--- src/rtl/h264_pkg.sv ---
// ----------------------------------------------------------------------------
// h264_pkg
// Shared types and constants for the H.264 bitstream writer.
//   bs_state_e   : bs_writer frame-level FSM states
//   BS_WORD_W    : width of one packed bitstream word (bits)
//   BS_CNT_W     : width of the per-frame written-word counter
//   BS_ADDR_STEP : byte stride between consecutive bitstream words
//   bs_cnt_sat_inc() : saturating increment for the written-word counter
// ----------------------------------------------------------------------------
package h264_pkg;

    localparam int BS_WORD_W    = 32;
    localparam int BS_CNT_W     = 20;
    localparam int BS_ADDR_STEP = 4;

    typedef enum logic [1:0] {
        IDLE,
        RUN,
        DRAIN,
        DONE
    } bs_state_e;

    // Counter sticks at all-ones instead of wrapping back to zero.
    function automatic logic [BS_CNT_W-1:0] bs_cnt_sat_inc(input logic [BS_CNT_W-1:0] v);
        return (&v) ? v : v + 1'b1;
    endfunction

endpackage

--- src/rtl/sync_fifo.sv ---
// ----------------------------------------------------------------------------
// sync_fifo
// Single-clock FIFO, DEPTH entries of WIDTH bits, first-word-fall-through
// (dout always shows the head entry while not empty).
//   clk, rst : clock, asynchronous active-high reset (empties the FIFO)
//   push     : write din this cycle (ignored when full)
//   pop      : discard the head entry this cycle (ignored when empty)
//   din      : write data
//   dout     : head entry
//   full     : no free entry
//   empty    : no valid entry
// ----------------------------------------------------------------------------
module sync_fifo #(
    parameter int WIDTH = 32,
    parameter int DEPTH = 8
) (
    input  logic             clk,
    input  logic             rst,
    input  logic             push,
    input  logic             pop,
    input  logic [WIDTH-1:0] din,
    output logic [WIDTH-1:0] dout,
    output logic             full,
    output logic             empty
);

    localparam int AW = $clog2(DEPTH);

    logic [WIDTH-1:0] mem [DEPTH];
    // Pointers carry one extra wrap bit so full and empty are distinguishable.
    logic [AW:0]      wr_ptr;
    logic [AW:0]      rd_ptr;
    logic             do_push;
    logic             do_pop;

    assign empty   = (wr_ptr == rd_ptr);
    assign full    = (wr_ptr[AW] != rd_ptr[AW]) && (wr_ptr[AW-1:0] == rd_ptr[AW-1:0]);
    assign dout    = mem[rd_ptr[AW-1:0]];
    assign do_push = push && !full;
    assign do_pop  = pop && !empty;

    // NOTE: sequential state uses non-blocking assignments so every register
    // samples its inputs from before the edge, independent of statement order.
    always_ff @(posedge clk or posedge rst) begin
        if (rst) begin
            wr_ptr <= '0;
            rd_ptr <= '0;
        end else begin
            if (do_push) wr_ptr <= wr_ptr + 1'b1;
            if (do_pop)  rd_ptr <= rd_ptr + 1'b1;
        end
    end

    // NOTE: the storage array has no reset; an entry is only ever read after
    // it has been written, and leaving it unreset lets it map to RAM/LUTRAM.
    always_ff @(posedge clk) begin
        if (do_push) mem[wr_ptr[AW-1:0]] <= din;
    end

endmodule

--- src/rtl/bs_writer.sv ---
// ----------------------------------------------------------------------------
// bs_writer
// Buffers packed bitstream words from the entropy packer and writes them to
// consecutive memory words starting at a per-frame base address.
//   clk, rst      : clock, asynchronous active-high reset
//   start         : frame-start pulse (honoured only in IDLE), samples base_addr
//   base_addr     : byte address of the first word of the frame
//   word_valid    : packer offers word_data
//   word_data     : packed bitstream word
//   word_ready    : word_data accepted this cycle (RUN and buffer not full)
//   frame_end     : packer has no further words (honoured only in RUN)
//   wr_req        : memory write request, held until wr_ack
//   wr_addr       : byte address of the write
//   wr_data       : data of the write
//   wr_ack        : memory accepts the current request
//   words_written : words acknowledged this frame (saturating)
//   busy          : FSM not in IDLE
//   done          : one-cycle pulse once the frame is fully written
// ----------------------------------------------------------------------------
module bs_writer
    import h264_pkg::*;
#(
    parameter int FIFO_DEPTH = 8
) (
    input  logic                 clk,
    input  logic                 rst,
    input  logic                 start,
    input  logic [31:0]          base_addr,
    input  logic                 word_valid,
    input  logic [BS_WORD_W-1:0] word_data,
    output logic                 word_ready,
    input  logic                 frame_end,
    output logic                 wr_req,
    output logic [31:0]          wr_addr,
    output logic [BS_WORD_W-1:0] wr_data,
    input  logic                 wr_ack,
    output logic [BS_CNT_W-1:0]  words_written,
    output logic                 busy,
    output logic                 done
);

    bs_state_e            state;
    bs_state_e            state_next;
    logic [31:0]          addr_q;
    logic [BS_CNT_W-1:0]  count_q;
    logic                 fifo_full;
    logic                 fifo_empty;
    logic [BS_WORD_W-1:0] fifo_dout;
    logic                 push;
    logic                 pop;

    // Request and handshake are pure functions of registered state, so the
    // request stays stable until the ack pops the head, and reset clears it
    // in the same cycle.
    assign word_ready    = (state == RUN) && !fifo_full;
    assign push          = word_valid && word_ready;
    assign wr_req        = ((state == RUN) || (state == DRAIN)) && !fifo_empty;
    assign pop           = wr_req && wr_ack;
    assign wr_addr       = addr_q;
    assign wr_data       = fifo_dout;
    assign words_written = count_q;
    assign busy          = (state != IDLE);
    assign done          = (state == DONE);

    sync_fifo #(
        .WIDTH (BS_WORD_W),
        .DEPTH (FIFO_DEPTH)
    ) u_fifo (
        .clk   (clk),
        .rst   (rst),
        .push  (push),
        .pop   (pop),
        .din   (word_data),
        .dout  (fifo_dout),
        .full  (fifo_full),
        .empty (fifo_empty)
    );

    // NOTE: state_next gets a default before the case so no path leaves it
    // unassigned, which would otherwise infer a latch.
    always_comb begin
        state_next = state;
        case (state)
            IDLE:    if (start)      state_next = RUN;
            RUN:     if (frame_end)  state_next = DRAIN;
            DRAIN:   if (fifo_empty) state_next = DONE;
            DONE:                    state_next = IDLE;
            default:                 state_next = IDLE;
        endcase
    end

    always_ff @(posedge clk or posedge rst) begin
        if (rst) begin
            state   <= IDLE;
            addr_q  <= '0;
            count_q <= '0;
        end else begin
            state <= state_next;
            // Writes only happen in RUN/DRAIN, so the start load and the
            // post-ack advance can never coincide.
            if ((state == IDLE) && start) begin
                addr_q  <= base_addr;
                count_q <= '0;
            end else if (pop) begin
                addr_q  <= addr_q + 32'(BS_ADDR_STEP);
                count_q <= bs_cnt_sat_inc(count_q);
            end
        end
    end

endmodule
--- config.mk ---
export PLATFORM = sky130hd
export DESIGN_NAME = bs_writer
export DESIGN_NICKNAME = d
export VERILOG_FILES = /design/src/rtl/h264_pkg.sv /design/src/rtl/sync_fifo.sv /design/src/rtl/bs_writer.sv
export SDC_FILE = /design/constraint.sdc
export NUM_CORES = 1
export LEC_CHECK = 0
export CORE_ASPECT_RATIO = 0.8
export CORE_MARGIN = 2
export CORE_UTILIZATION = 62
export CTS_BUF_LIST = sky130_fd_sc_hd__clkbuf_4 sky130_fd_sc_hd__clkbuf_8
export CTS_CLUSTER_DIAMETER = 50
export DETAILED_ROUTE_END_ITERATION = 16
export PLACE_DENSITY = 0.95
export SETUP_SLACK_MARGIN = 0.15
export SKIP_CTS_REPAIR_TIMING = 1
export SYNTH_ARGS = -nofsm -noshare
export SYNTH_HDL_FRONTEND = slang
export SYNTH_SLANG_ARGS = --single-unit
--- constraint.sdc ---
create_clock -name clk -period 10 [get_ports clk]
set_input_delay 1 -clock clk [delete_from_list [all_inputs] [get_ports clk]]
set_output_delay 1 -clock clk [all_outputs]
set_load 0.05 [all_outputs]
# After elaboration in Yosys (flattened, before gate mapping)
# Memories as Yosys holds them, arrays and structs flattened.
# Cells that the tools add are included.
# word_totals
mem_count	1
register_bits	62
in_bits	70
word_cells	48
out_inout_bits	88
mem_bits_rw	256
# mem_list
name	words	width	rd	rd_clocked_by_memory_dff	write_ports	line	rtl
u_fifo.mem	8	32	1	0	1	sync_fifo.sv:29	logic [WIDTH-1:0] mem [DEPTH];
# op_classes
reduce_logical	17
n_eq_ne	10
addsub	4
mux	11
# op_table
cell	count
$mux W32	2
$mux W20	3
$add A32 B3 Y32 const B	1
$add A20 B1 Y20 const B	1
$reduce_and A20 Y1	1
$add A4 B1 Y4 const B	2
$logic_and A1 B1 Y1	8
$pmux W2 S4	1
$mux W2	3
$ne A2 B2 Y1 const B	3
$eq A2 B2 Y1 const B	2
$eq A4 B4 Y1	1
$reduce_bool A2 Y1	2
$eq A3 B3 Y1	1
$reduce_and A3 Y1	1
$eq A2 B1 Y1 const B	1
$logic_not A1 Y1	2
$logic_not A2 Y1	1
$mux W1	2
$ne A2 B1 Y1 const B	1
$reduce_and A2 Y1	1
$logic_or A1 B1 Y1	1
$ne A1 B1 Y1	1

# Logic depth before layout (Yosys ltp)
# depth
ltp_word	8
depth_mapped	8
mapped_depth_nobuf	7

# Cells and area by module
# A second synthesis with hierarchy kept.
# unflattened
cells_unflattened	766
hier_area_um2	13459.2
# modules_own_cells
module	cells_each	instances	seq_area_each_um2	area_per_inst_um2
sync_fifo	431	1	7887.6	10437.5
bs_writer	335	1	1351.3	3021.6

# Worst setup path before layout
# No wires, ideal clock.
# synth_timing
path_kind	input port to flip-flop
from	in word_valid
to	mem u_fifo.mem[0][0], enable pin
setup_slack_ps	5940
setup_ps	461
t_required_ps	9539
path_buffers	0
stages	3
arrival_ps	3599
cell_sequence	o311a_1 > nand2b_1 > nor3_1
# synth_via
elab_chain_len	4
# synth_rtl
item	line	rtl
start, declared	bs_writer.sv:29	input logic word_valid,
$logic_and A1 B1 Y1	bs_writer.sv:56	assign push = word_valid && word_ready;
$logic_and A1 B1 Y1	sync_fifo.sv:39	assign do_push = push && !full;
$mux W1	sync_fifo.sv:57	if (do_push) mem[wr_ptr[AW-1:0]] <= din;
$mux W1 (not written as such)	sync_fifo.sv:57	
end, declared	sync_fifo.sv:29	
# No other way between the ends.

# Final worst setup path
# layout_timing
from	reg u_fifo.rd_ptr[0]
to	out wr_data[17]
# layout_via
elab_chain_len	1
# layout_rtl
item	line	rtl
start, declared	sync_fifo.sv:32	logic [AW:0] rd_ptr;
start signal, assigned	sync_fifo.sv:50	if (do_pop) rd_ptr <= rd_ptr + 1'b1;
$mem_v2 Z8 W32	--	
end, declared	bs_writer.sv:35	output logic [BS_WORD_W-1:0] wr_data,
# No other way between the ends.

==> results.md <==
* Register area share after synthesis at 70.30%
* Row cnt at 47
* Detail Placement HPWL at 17.30 mm
* Drt wl/cell at 22.76 microns
* Boundary Pins at 158
* N_diodes at 0
* GPL Wtd Cong at 0.8122
* Unique masters post-synth at 48
* Root Buffer: clkbuf_8
* Clk slew on worst S/H paths at 0.06 ns
* Finished Layout Cells at 1243
* CTS buffer count at 47
* Syn nets at 837
* Synth async-reset ratio at 19.50%
* DRC Markers at 0
* Placed insts at 1156
* Crit share post-route at 46.94%
* Initial core utilization at 63.31%
* Synthesized cell area at 0.01314 sq mm
* Vias post-DR at 7741
* Crit Path Category: reg2out
* First-pass DRT Iterations at 5
* Largest net degree at the start of global routing at 70
* Post-DRT Antenna Nets at 0
* Final setup viols at 0
* F_max at 0.2130 GHz
* Post-Syn Area per Cell at 17.32 sq um
* Critical path peak fanout at 37
* Post-synth EDFFs at 256
* Final min period at 4.694 ns
* Synth Register Bits at 318
* RSZ-0062 raised after global routing: no
* Global-route wire length before repair at 43.13 mm
* Initial antenna violation count at 1
* Hold WC Path Type: reg2reg
* Mapped Cells at 759
* CORE AREA at 0.02076 sq mm
* Fin. Hold Viols at 0
* Sink Count at 318
* Clock skew at 0.01335 ns
* Longest Clk Path Bufs at 3
* Die width at 166.8 microns
* Worst R2R Path Depth at 6
* Status: completed
* Port buffer count at 157
* Area grow syn2layout at 20.96%
* Total Nets Final at 1014
* Overall Global Routing Usage at 25.18%
* Share of layout cells above drive strength 1 at 20.94%
* Die height at 134.2 microns
* Power density over the cells at 301.3 mW/mm^2
* Worst-Skew Late Latency at 0.55 ns
* Slew headroom at 17.43%
* Iter 0 DRT Violations at 803
* Global route total overflow at 0
* Vias per cell at 6.228
* Leak at 5.394 nW
* Final WL at 28.29 mm
* Hold path cells at 2
* Slew @ Worst Pin at 1.236 ns
* Top_reg_cell synth: edfxtp_1
* Setup TNS at 0 ns
* Peak supply drop at 0.2721 mV
* Vias in the first global route at 7776
* Die area at 0.02239 sq mm
* Yosys warning count at 0
* Crit path DAT at 3.69 ns
* Required time of the worst setup path at 9.00 ns
* Slew Viols, Final at 0
* CTS tree: built
* Critical Path Sink Type: output port
* Max-cap viol count at 0
* Setup ws final at 5.306 ns
* Setup WS pre-CTS at 5.786 ns
* CTS H-tree depth at 2
* Startpoint Class: flop
power breakdown:
group | leakage (nW) | total, mW | internal [mW] | switching (mW)
sequential | 3.08 | 1.77 | 1.59 | 0.173
combinational | 1.83 | 2.02 | 0.786 | 1.23
clock | 0.481 | 1.00 | 0.516 | 0.489
critical path: stages, from the launching register on:
cell and delay [ns]:
dfrtp_4 0.83, buf_4 0.67, mux4_2 0.58, mux2_2 0.28
clkdlybuf4s50_1 0.75
metrics by stage:
stage / utilization (%) / power [mW] / hold WS, ns / area, sq um
4_1_cts: 76.58 / 4.812 / 0.4769 / 15900
2_1_floorplan: - / 3.209 / 0.4659 / 13140
3_3_place_gp: 72.26 / 3.747 / 0.4590 / 15000
3_5_place_dp: 72.26 / 3.806 / 0.4612 / 15000
6_report: 76.58 / 4.789 / 0.4733 / 15900
5_1_grt: 76.58 / 4.981 / 0.5007 / 15900
synth_stat cells (all sizes together), types with 2 or more instances:
cell | number | share of area, %
edfxtp | 256 | 58
mux4 | 64 | 11
dfrtp | 62 | 12
nand2 | 50 | 1.4
o21ai | 42 | 1.6
mux2 | 35 | 3.0
xor2 | 32 | 2.1
nand4 | 29 | 1.5
clkbuf | 22 | 0.63
nand3 | 20 | 0.76
nor2 | 20 | 0.59
buf | 18 | 0.84
inv | 14 | 0.40
a31oi | 10 | 0.48
xnor2 | 9 | 0.60
and3 | 8 | 0.38
and4 | 8 | 0.61
ha | 8 | 0.76
nor3 | 7 | 0.30
or3 | 7 | 0.33
a21oi | 4 | 0.15
and2 | 4 | 0.19
o31ai | 4 | 0.23
or4 | 4 | 0.23
nand2b | 3 | 0.14
nor4 | 3 | 0.26
a211oi | 2 | 0.11
a41oi | 2 | 0.28
o211ai | 2 | 0.11
o31a | 2 | 0.13
cells in the final DEF, fill, tap and decap left out, types with 2 or more instances in the layout:
cell / synthesis / layout
a211oi_1: 2 / 2
xnor2_1: 9 / 9
or4_1: 4 / 4
o31a_1: 2 / 2
nor3_1: 6 / 4
or3_1: 7 / 7
and3_1: 8 / 8
o31ai_1: 4 / 4
buf_4: 4 / 11
clkbuf_4: 0 / 12
inv_6: 0 / 2
clkinv_1: 0 / 15
and4_4: 4 / 4
and2_1: 4 / 4
nand2b_1: 3 / 3
and4_1: 4 / 4
nand2_1: 50 / 50
clkbuf_8: 0 / 47
o211ai_1: 2 / 2
clkinv_2: 0 / 9
a21oi_1: 4 / 4
nand4_1: 27 / 27
inv_1: 14 / 13
xor2_1: 32 / 32
a31oi_1: 10 / 10
nor2_4: 0 / 6
nand3_1: 20 / 20
dfrtp_1: 62 / 60
edfxtp_1: 256 / 256
ha_1: 8 / 8
nor3_2: 1 / 3
clkdlybuf4s50_1: 0 / 157
nor2_1: 19 / 13
o21ai_0: 42 / 42
mux4_2: 64 / 64
mux2_2: 35 / 35
nor4_1: 2 / 2
layer usage:
metal | GRT usage [%] | part of all wire (%) | up-vias
li1 | - | - | 3368
met1 | 35.21 | 41 | 3922
met2 | 40.79 | 49 | 384
met3 | 4.721 | 6.3 | 65
met4 | 8.812 | 2.7 | 2
met5 | 0 | 0.053 | -
final timing paths:
path / startpoint / to / slack, ns
min in group asynchronous: rst / words_written[4] / 1.01
worst min register to register: wr_addr[1] / wr_addr[1] / 0.47
max in group asynchronous: rst / u_fifo.rd_ptr[0] / 8.38
worst max register to register: u_fifo.rd_ptr[0] / u_fifo.mem[4][12] / 6.08
worst max-delay path: u_fifo.rd_ptr[0] / wr_data[17] / 5.31
worst min-delay path: wr_addr[1] / wr_addr[1] / 0.47
layout make-up:
type,instances,area [sq um]
tap,269,336.6
fill,1142,4861
multi-input combinational,387,3714
clock buffer,59,737.0
timing repair buffer,168,1654
sequential,318,9244
clock inverter,28,160.2
inverter,14,52.55
flip-flops by register name (all words and copies together), names as in the netlist:
register,count
words_written,20
wr_addr,32
u_fifo.mem,256
u_fifo.rd_ptr,4
u_fifo.wr_ptr,4
state,2
cell families (layout without fill, tap and decap cells):
logic type	count (synthesis)	count (layout)	synth area share, %
DFF	318	318	70.30
and+or+nand+nor	165	165	6.864
muxes	100	100	14.04
AOI/OAI and AO/OA	73	73	3.437
buffers and inverters	54	269	1.866
xor gates and xnor gates	41	41	2.732
adders and majority gates	8	8	0.7616
Note: power is estimated with default switching activity, not from simulation.
